$ cat src/rtl/loader_pkg.sv
// Shared types and constants for the boot-time instruction memory loader.
package loader_pkg;

  typedef enum logic [2:0] {
    ST_IDLE,
    ST_LEN_HI,
    ST_LEN_LO,
    ST_DATA,
    ST_CHK,
    ST_APPEND,
    ST_DONE,
    ST_ERROR
  } loader_state_e;

  localparam logic [5:0]  HLT_OPCODE = 6'b111111;
  localparam logic [31:0] HLT_WORD   = {HLT_OPCODE, 26'd0};
  localparam int          HDR_BYTES  = 2;

endpackage

$ cat src/rtl/byte_packer.sv
// Packs four stream bytes MSB-first into a 32-bit word; word_valid fires on the 4th byte.
module byte_packer (
  input  logic        clock,
  input  logic        reset,
  input  logic        clear,
  input  logic        byte_valid,
  input  logic [7:0]  byte_data,
  output logic        word_valid,
  output logic [31:0] word_data
);

  logic [23:0] shift_q;
  logic [1:0]  cnt_q;

  assign word_valid = byte_valid && (cnt_q == 2'd3);
  assign word_data  = {shift_q, byte_data};

  always_ff @(posedge clock or posedge reset) begin
    if (reset) begin
      shift_q <= '0;
      cnt_q   <= '0;
    end else if (clear) begin
      shift_q <= '0;
      cnt_q   <= '0;
    end else if (byte_valid) begin
      shift_q <= {shift_q[15:0], byte_data};
      cnt_q   <= cnt_q + 2'd1;
    end
  end

endmodule

$ cat src/rtl/imem_loader.sv
// Boot loader: length header, big-endian words, XOR checksum; releases the core on a verified image.
// Optional HLT append after the image is enabled by defining LOADER_HLT_APPEND_EN.
//
// state     | meaning
// ----------+-----------------------------------------------
// ST_IDLE   | waiting for start
// ST_LEN_HI | accept high byte of word count N
// ST_LEN_LO | accept low byte of N, range-check it
// ST_DATA   | accept payload bytes, one memory write per 4 bytes
// ST_CHK    | accept checksum byte and compare with running XOR
// ST_APPEND | HLT word write at address N in flight
// ST_DONE   | image verified, core_run held high
// ST_ERROR  | bad length or checksum, load_error held high
module imem_loader
  import loader_pkg::*;
#(
  parameter int ADDR_W = 10,
  parameter int DEPTH  = 1024
) (
  input  logic              clock,
  input  logic              reset,
  input  logic              start,
  input  logic [7:0]        in_data,
  input  logic              in_valid,
  output logic              in_ready,
  output logic              mem_we,
  output logic [ADDR_W-1:0] mem_addr,
  output logic [31:0]       mem_wdata,
  output logic              core_run,
  output logic              load_error,
  output logic [ADDR_W:0]   words_loaded
);

  localparam int LEN_W = 8 * HDR_BYTES;
  localparam int CNT_W = ADDR_W + 1;

`ifdef LOADER_HLT_APPEND_EN
  localparam logic [LEN_W-1:0] LEN_MAX = LEN_W'(DEPTH - 1);
`else
  localparam logic [LEN_W-1:0] LEN_MAX = LEN_W'(DEPTH);
`endif

  loader_state_e    state_q, state_d;
  logic [LEN_W-1:0] len_q;
  logic [LEN_W-1:0] len_next;
  logic [7:0]       chk_q;
  logic [CNT_W-1:0] word_cnt_q;
  logic             xfer;
  logic             start_ok;
  logic             last_word;
  logic             chk_match;
  logic             pk_word_valid;
  logic [31:0]      pk_word;

  assign in_ready   = (state_q == ST_LEN_HI) || (state_q == ST_LEN_LO) ||
                      (state_q == ST_DATA)   || (state_q == ST_CHK);
  assign core_run   = (state_q == ST_DONE);
  assign load_error = (state_q == ST_ERROR);
  assign xfer       = in_valid && in_ready;
  assign start_ok   = start && ((state_q == ST_IDLE) || (state_q == ST_DONE) ||
                                (state_q == ST_ERROR));
  assign len_next   = {len_q[LEN_W-1:8], in_data};
  assign last_word  = ({{(LEN_W-CNT_W){1'b0}}, word_cnt_q} == (len_q - LEN_W'(1)));
  assign chk_match  = (in_data == chk_q);

  byte_packer u_packer (
    .clock      (clock),
    .reset      (reset),
    .clear      (start_ok),
    .byte_valid (xfer && (state_q == ST_DATA)),
    .byte_data  (in_data),
    .word_valid (pk_word_valid),
    .word_data  (pk_word)
  );

  always_comb begin
    state_d = state_q;
    case (state_q)
      ST_IDLE:   if (start) state_d = ST_LEN_HI;
      ST_LEN_HI: if (in_valid) state_d = ST_LEN_LO;
      ST_LEN_LO: begin
        if (in_valid) begin
          if (len_next > LEN_MAX)     state_d = ST_ERROR;
          else if (len_next == '0)    state_d = ST_CHK;
          else                        state_d = ST_DATA;
        end
      end
      ST_DATA:   if (pk_word_valid && last_word) state_d = ST_CHK;
      ST_CHK: begin
        if (in_valid) begin
`ifdef LOADER_HLT_APPEND_EN
          state_d = chk_match ? ST_APPEND : ST_ERROR;
`else
          state_d = chk_match ? ST_DONE : ST_ERROR;
`endif
        end
      end
`ifdef LOADER_HLT_APPEND_EN
      ST_APPEND: state_d = ST_DONE;
`endif
      ST_DONE:   if (start) state_d = ST_LEN_HI;
      ST_ERROR:  if (start) state_d = ST_LEN_HI;
      default:   state_d = ST_IDLE;
    endcase
  end

  always_ff @(posedge clock or posedge reset) begin
    if (reset) begin
      state_q      <= ST_IDLE;
      len_q        <= '0;
      chk_q        <= '0;
      word_cnt_q   <= '0;
      mem_we       <= 1'b0;
      mem_addr     <= '0;
      mem_wdata    <= '0;
      words_loaded <= '0;
    end else begin
      state_q <= state_d;
      mem_we  <= 1'b0;
      if (start_ok) begin
        len_q        <= '0;
        chk_q        <= '0;
        word_cnt_q   <= '0;
        words_loaded <= '0;
      end
      // The checksum byte itself is not folded into the running XOR.
      if (xfer && (state_q != ST_CHK)) chk_q <= chk_q ^ in_data;
      if (xfer && (state_q == ST_LEN_HI)) len_q[LEN_W-1:8] <= in_data;
      if (xfer && (state_q == ST_LEN_LO)) len_q[7:0] <= in_data;
      if (pk_word_valid) begin
        mem_we       <= 1'b1;
        mem_addr     <= word_cnt_q[ADDR_W-1:0];
        mem_wdata    <= pk_word;
        word_cnt_q   <= word_cnt_q + CNT_W'(1);
        words_loaded <= words_loaded + CNT_W'(1);
      end
`ifdef LOADER_HLT_APPEND_EN
      if (xfer && (state_q == ST_CHK) && chk_match) begin
        mem_we       <= 1'b1;
        mem_addr     <= len_q[ADDR_W-1:0];
        mem_wdata    <= HLT_WORD;
        words_loaded <= words_loaded + CNT_W'(1);
      end
`endif
    end
  end

endmodule

$ cat config.mk
export PLATFORM = sky130hd
export DESIGN_NAME = imem_loader
export DESIGN_NICKNAME = d
export VERILOG_FILES = /design/src/rtl/loader_pkg.sv /design/src/rtl/byte_packer.sv /design/src/rtl/imem_loader.sv
export SDC_FILE = /design/constraint.sdc
export NUM_CORES = 1
export LEC_CHECK = 0
export BUFFER_PORTS_ARGS = -buffer_cell sky130_fd_sc_hd__buf_2
export CORE_ASPECT_RATIO = 2
export CORE_MARGIN = 4
export CORE_UTILIZATION = 38
export DETAILED_ROUTE_END_ITERATION = 16
export GPL_TIMING_DRIVEN = 0
export SETUP_SLACK_MARGIN = 0.5
export SYNTH_ARGS = -nofsm -noshare
export SYNTH_HDL_FRONTEND = slang
export SYNTH_HIERARCHICAL = 1
export SYNTH_SLANG_ARGS = --single-unit
$ cat constraint.sdc
create_clock -name clock -period 5.8 [get_ports clock]
set_input_delay 0.29 -clock clock [delete_from_list [all_inputs] [get_ports clock]]
set_output_delay 0.29 -clock clock [all_outputs]
set_load 0.01 [all_outputs]
# Word level (Yosys, flattened, before mapping)
# Cells that the tools add are included.
dict set report classes {
  n_addsub 4
  multipliers 0
  n_div 0
  n_lt_le_gt_ge 1
  eq_ne 15
  shifts 0
  mux 22
  n_bitwise 1
  n_reduce_logical 22
}
# op count
set op_table {}
lappend op_table {{$mux 24} 2}
lappend op_table {{$mux 11} 3}
lappend op_table {{$mux 8} 4}
lappend op_table {{$add 11x1->11 const B} 2}
lappend op_table {{$mux 3} 7}
lappend op_table {{$eq 11x16->1} 1}
lappend op_table {{$gt 16x11->1 const B} 1}
lappend op_table {{$logic_not 16->1} 1}
lappend op_table {{$mux 16} 1}
lappend op_table {{$sub 16x1->16 const B} 1}
lappend op_table {{$pmux 3 s5} 1}
lappend op_table {{$reduce_bool 2->1} 5}
lappend op_table {{$eq 3x3->1 const B} 3}
lappend op_table {{$eq 8x8->1} 1}
lappend op_table {{$logic_and 1x1->1} 8}
lappend op_table {{$xor 8x8->8} 1}
lappend op_table {{$eq 3x2->1 const B} 2}
lappend op_table {{$ne 2x2->1 const B} 3}
lappend op_table {{$logic_or 1x1->1} 5}
lappend op_table {{$reduce_and 5->1} 1}
lappend op_table {{$mux 2} 2}
lappend op_table {{$ne 2x1->1 const B} 2}
lappend op_table {{$eq 3x1->1 const B} 1}
lappend op_table {{$logic_not 3->1} 1}
lappend op_table {{5 further kinds} 6}
dict set report word_totals {
  register_bits 118
  latch_bits 0
  ram_bits 0
  romBits 0
  in_bits 12
  word_cells 76
  memories 0
}

# Logic depth before layout (Yosys ltp)
dict set report logic_depth {
  ltp_word 10
  ltp_mapped 13
  ltp_nobuf 9
}

# Modules after synthesis
# Netlist, hierarchy kept.
# module n_inst cells_each area_each_um2
set by_module_without_submodules {}
lappend by_module_without_submodules {imem_loader 1 452 4530.6}
lappend by_module_without_submodules {byte_packer 1 95 1158.6}

# Worst setup path before layout
# OpenSTA, ideal clock, no wires.
dict set report synth_timing {
  kind {register -> register}
  from {register state_q[1]}
  to {register state_q[2]}
  arrival_ps 2585
  required_time_ps 5733
  setup_slack_ps 3149
  path_stages_with_launch 13
  path_buffers 4
  period_less_slack_ps 2651
  path_cell_list {dfrtp_1 clkbuf_1 nand2_1 nor2_1 buf_6 buf_12 and2_1 clkbuf_1 nand4_1 a2111o_1 nor4_1 and4_4 a41o_1}
}
dict set report synth_via {
  elab_chain_cells 10
}
# element line
set synth_rtl {}
lappend synth_rtl {{start: declaration} imem_loader.sv:43} ;# loader_state_e state_q, state_d;
lappend synth_rtl {{start signal: assignment} imem_loader.sv:118} ;# state_q <= state_d;
lappend synth_rtl {{$eq 3x1->1 or $eq 3x2->1 (tied branches)} imem_loader.sv:55} ;# assign in_ready = (state_q == ST_LEN_HI) || (state_q == ST_LEN_LO) ||
lappend synth_rtl {{$logic_or 1x1->1 (2 in series)} imem_loader.sv:55}
lappend synth_rtl {{$logic_or 1x1->1} imem_loader.sv:56} ;# (state_q == ST_DATA) || (state_q == ST_CHK);
lappend synth_rtl {{$logic_and 1x1->1} imem_loader.sv:59} ;# assign xfer = in_valid && in_ready;
lappend synth_rtl {{$logic_and 1x1->1 *} imem_loader.sv:70} ;# .byte_valid (xfer && (state_q == ST_DATA)),
lappend synth_rtl {{$logic_and 1x1->1 *} byte_packer.sv:15} ;# assign word_valid = byte_valid && (cnt_q == 2'd3);
lappend synth_rtl {{named net pk_word_valid} imem_loader.sv:52} ;# logic pk_word_valid;
lappend synth_rtl {{$logic_and 1x1->1 *} imem_loader.sv:88} ;# ST_DATA: if (pk_word_valid && last_word) state_d = ST_CHK;
lappend synth_rtl {{$ne 2x1->1 (no line) *} --}
lappend synth_rtl {{$reduce_and 5->1 (no line) *} --}
# Mark *: on every way through the listed nets, which the timed path passes. The rest lies on a longest branch.
# A chain may end at the register's enable or synchronous reset.

# Worst setup path in the final report
# Same ends and word-level chain as after synthesis.

==> summary by stage <==
Status
The flow ran to the end, and the final reports show no timing, DRC or antenna violations.

Placed design
The final weighted congestion in routability-driven placement is 0.8569. The cell count after placement is 811. The placed wire-length estimate after detailed placement is a little over 10000 um. The count of buffers from port buffering is 68. In this run the cell area measured after placement is around 0.0063 sq mm.

Drt
The count of nets left with antenna violations once routing finished came out at 0. Across all layers, the routed design uses about 4300 vias. The routed length per instance is 16.22 um. The detailed router's first-iteration violation count is roughly 230. Dividing the detail-routed via count by the number of cells gives 5.146. The number of remaining DRC errors is 0.

The detailed-router iteration count before antenna repair is 5. The wire length after detailed routing is 13690 um.

Timing
The final-layout setup total negative slack is 0 ns. At the pin with the least slew margin, the transition time is 1.004 ns. The setup-violating endpoint count in the final report is 0. In this run the tightest slew margin relative to its limit is 0.3298. The clock period minus final worst setup slack is 3.425 ns. The maximum clock rate is approximately 0.29 GHz. Hold is met by 0.2299 ns. The final-report max-slew violation count is 0. Setup repair after global routing left no endpoint under its margin. Of the available clock period, the critical path in the final layout requires 0.5906. The number of endpoints with negative hold slack in the final report is 0. On the final layout, the worst clock skew is roughly 0.0096 ns.

Worst setup path
Data on the critical path arrives at its endpoint at 3.77 ns. The worst setup path is captured at a register. The type of the worst setup path is reg2reg. STA classifies the critical path startpoint as a register.

The most critical setup path has its startpoint at state_q[1]. Of all nets on the critical path, the largest fanout is 10. Data on the critical path is required at its endpoint by 6.14 ns.

Counting cells, the worst reg-to-reg path comes to 12. The beginning of the worst register-to-register path is state_q[1].

Floorplan
The width of the die is between 90 and 100 um. The overall die height is 181.0 um. The core region is 0.01474 sq mm. The floorplan row count is 63.

The number of I/O pins is 69. The initial utilization of the core area, before any placement, comes to 0.3860. The die covers roughly 0.017 sq mm.

CTS
The clock net in this run drives a total of 118 sinks. The insertion delay of the later-clocked pin in the worst-skew pair is 0.41 ns. In this run the number of H-tree levels came out at 4. In this run the clock root is driven by a clkbuf_16. The number of buffers created by CTS is 17.

The worst-case clock buffer depth is 2. The clock transition time at the flip-flop clock pins of the worst setup and hold paths is 0.05 ns. TritonCTS built the clock tree. The total setup buffers inserted after CTS is 0. The number of instances resized during post-cts repair is 0.

Power
Across the VDD grid, the largest voltage drop is 0.2237 mV. Power spread over the standard cell area amounts to 467.5 mW/mm^2. The leakage power figure is 0.003314 uW. The final total power is 3232 uW.

Global route
The first global-routing pass estimated between 20000 and 25000 um of wire. The number of antenna violations at the first check in global routing came to 0. For this run, the total global-route usage over all layers was measured as 0.1713. The number of global-route vias before repair is 4476. The maximum number of pins on one net before global-route repair is 66. The total grt overflow is 0.

Yosys
The synthesized cell area is about 0.0057 sq mm. The proportion of synthesized flip-flops having asynchronous set or reset is 1.000. Of the post-synthesis cell area, the dominant cell type holds 0.5190. The sequential element share of the synthesized area is 0.5190.

In the synthesized netlist the dominant register cell turns out to be dfrtp_1. The total of flip-flops plus latches after synthesis is 118. The average cell area after synthesis is 10.40 sq um. Synthesis handed over a netlist of 547 instances.

The synthesis warning total is 6. The distinct cell type count after synthesis is 50. The largest total area in the synthesized netlist belongs to dfrtp_1. The number of nets in the synthesized netlist is 563. In the post-synthesis netlist, the biggest area contributors are dfrtp_1 52%, mux2_2 8.5%, nand2_1 5.5%.

In this run, synthesis inferred 0 flip-flops with an integrated enable.

Finish
The number of nets at the end of the flow is 652. The number of fillers in the final layout is roughly 1400. The number of standard cells in the layout, taps in and fillers out is 844. Of the cells placed in the final design, the portion with a size suffix greater than 1 is 0.2542. After routing the design area is 0.006913 sq mm. The repair_antennas step left the layout with diodes totalling 0. From synthesis to final layout, the design area changed by 21.51%.

Hold path
The classification of the worst-slack hold path is in2reg. Along the worst hold path, the cell count comes to 3. The start point of the worst hold path is in_data[6].

Job
The reported max-cap violation count is 0.
-- state kept, by name, summed over array words and instances (netlist names) --
register,count
mem_addr,10
mem_wdata,32
len_q,16
mem_we,1
u_packer/cnt_q,2
chk_q,8
words_loaded,11
state_q,3
word_cnt_q,11
u_packer/shift_q,24
-- repair_timing --
| item | CTS | global route |
|---|---|---|
| hold buffers | 1 | 0 |
| hold endpoints to repair | 27 | 0 |
| endpoints found under the setup margin | 0 | 0 |
-- synthesized netlist by cell type, types with 3 or more instances --
master    instances
dfrtp_1         118
nand2_1          84
o21ai_0          49
mux2_2           43
nor2_1           43
mux2i_1          27
clkbuf_1         21
nand3_1          21
xnor2_1          20
xor2_1           14
inv_1            11
o31ai_1          10
buf_4             8
nor4_1            7
nor3_1            6
and3_1            4
buf_2             4
ha_1              4
nand2b_1          4
or2_2             4
nor2b_1           3
o211ai_1          3
-- stage by stage --
step                setup WS [ns]    util
finish                      2.375  0.4690
global route                2.198  0.4690
CTS                         2.349  0.4690
detailed placement          2.369  0.4276
global placement            1.986  0.4256
floorplan                   3.118       -
-- layout make-up --
class | instances | area (sq um) | share of cell area
multi-input cells | 382 | 2485 | 0.3595
plain buffers | 36 | 210.2 | 0.03041
clock inverters | 11 | 148.9 | 0.02154
inverters | 11 | 43.79 | 0.006335
clock buffers | 21 | 450.4 | 0.06516
flip-flops and latches | 118 | 2953 | 0.4271
repair buffers | 70 | 377.9 | 0.05466
well taps | 195 | 244.0 | 0.03529
-- power breakdown --
| group | switching [uW] | internal (uW) |
|---|---|---|
| logic | 539 | 428 |
| registers | 175 | 1030 |
| clock network | 371 | 688 |
-- layout by cell type (no fill, tap or decap), types with 20 or more instances in the layout --
cell      count
mux2i_1      27
mux2_2       43
o21ai_0      49
dfrtp_1     118
nor2_1       43
xnor2_1      20
clkbuf_1     24
nand3_1      21
nand2_1      84
buf_2        72
-- worst paths after layout --
| path | endpoint | slack, ns |
|---|---|---|
| max | state_q[2] | 2.37 |
| min | chk_q[6] | 0.23 |
| max reg2reg | state_q[2] | 2.37 |
| min reg2reg | mem_wdata[14] | 0.50 |
| max in group asynchronous | u_packer/shift_q[0] | 4.48 |
| min in group asynchronous | mem_wdata[31] | 0.44 |
-- critical path, stage by stage (launching register included) --
cell	delay, ns
dfrtp_1	0.46
clkbuf_1	0.36
nand2_1	0.14
nor2_1	0.14
buf_6	0.21
buf_12	0.16
and2_1	0.14
clkbuf_1	0.40
nand4_1	0.15
a2111o_1	0.32
nor4_1	0.40
and4_4	0.30
a41o_1	0.18
-- routing by layer --
| layer | wire length [um] | GRT usage |
|---|---|---|
| met1 | 5078 | 0.1777 |
| met2 | 7778 | 0.3166 |
| met3 | 400 | 0.03375 |
| met4 | 432 | 0.08560 |
| met5 | 0 | 0 |
-- kinds of logic after synthesis --
group                    Yosys count  synth area share
AND/OR/NAND/NOR                  192            0.1544
buffers and inverters             47           0.04421
XOR/XNOR                          34           0.05234
flip-flops                       118            0.5190
multiplexers                      70            0.1326
adder cells (fa/ha/maj)            4          0.008797
AO/OA/AOI/OAI                     82           0.08863
No activity file was read; power rests on OpenSTA's default activity.
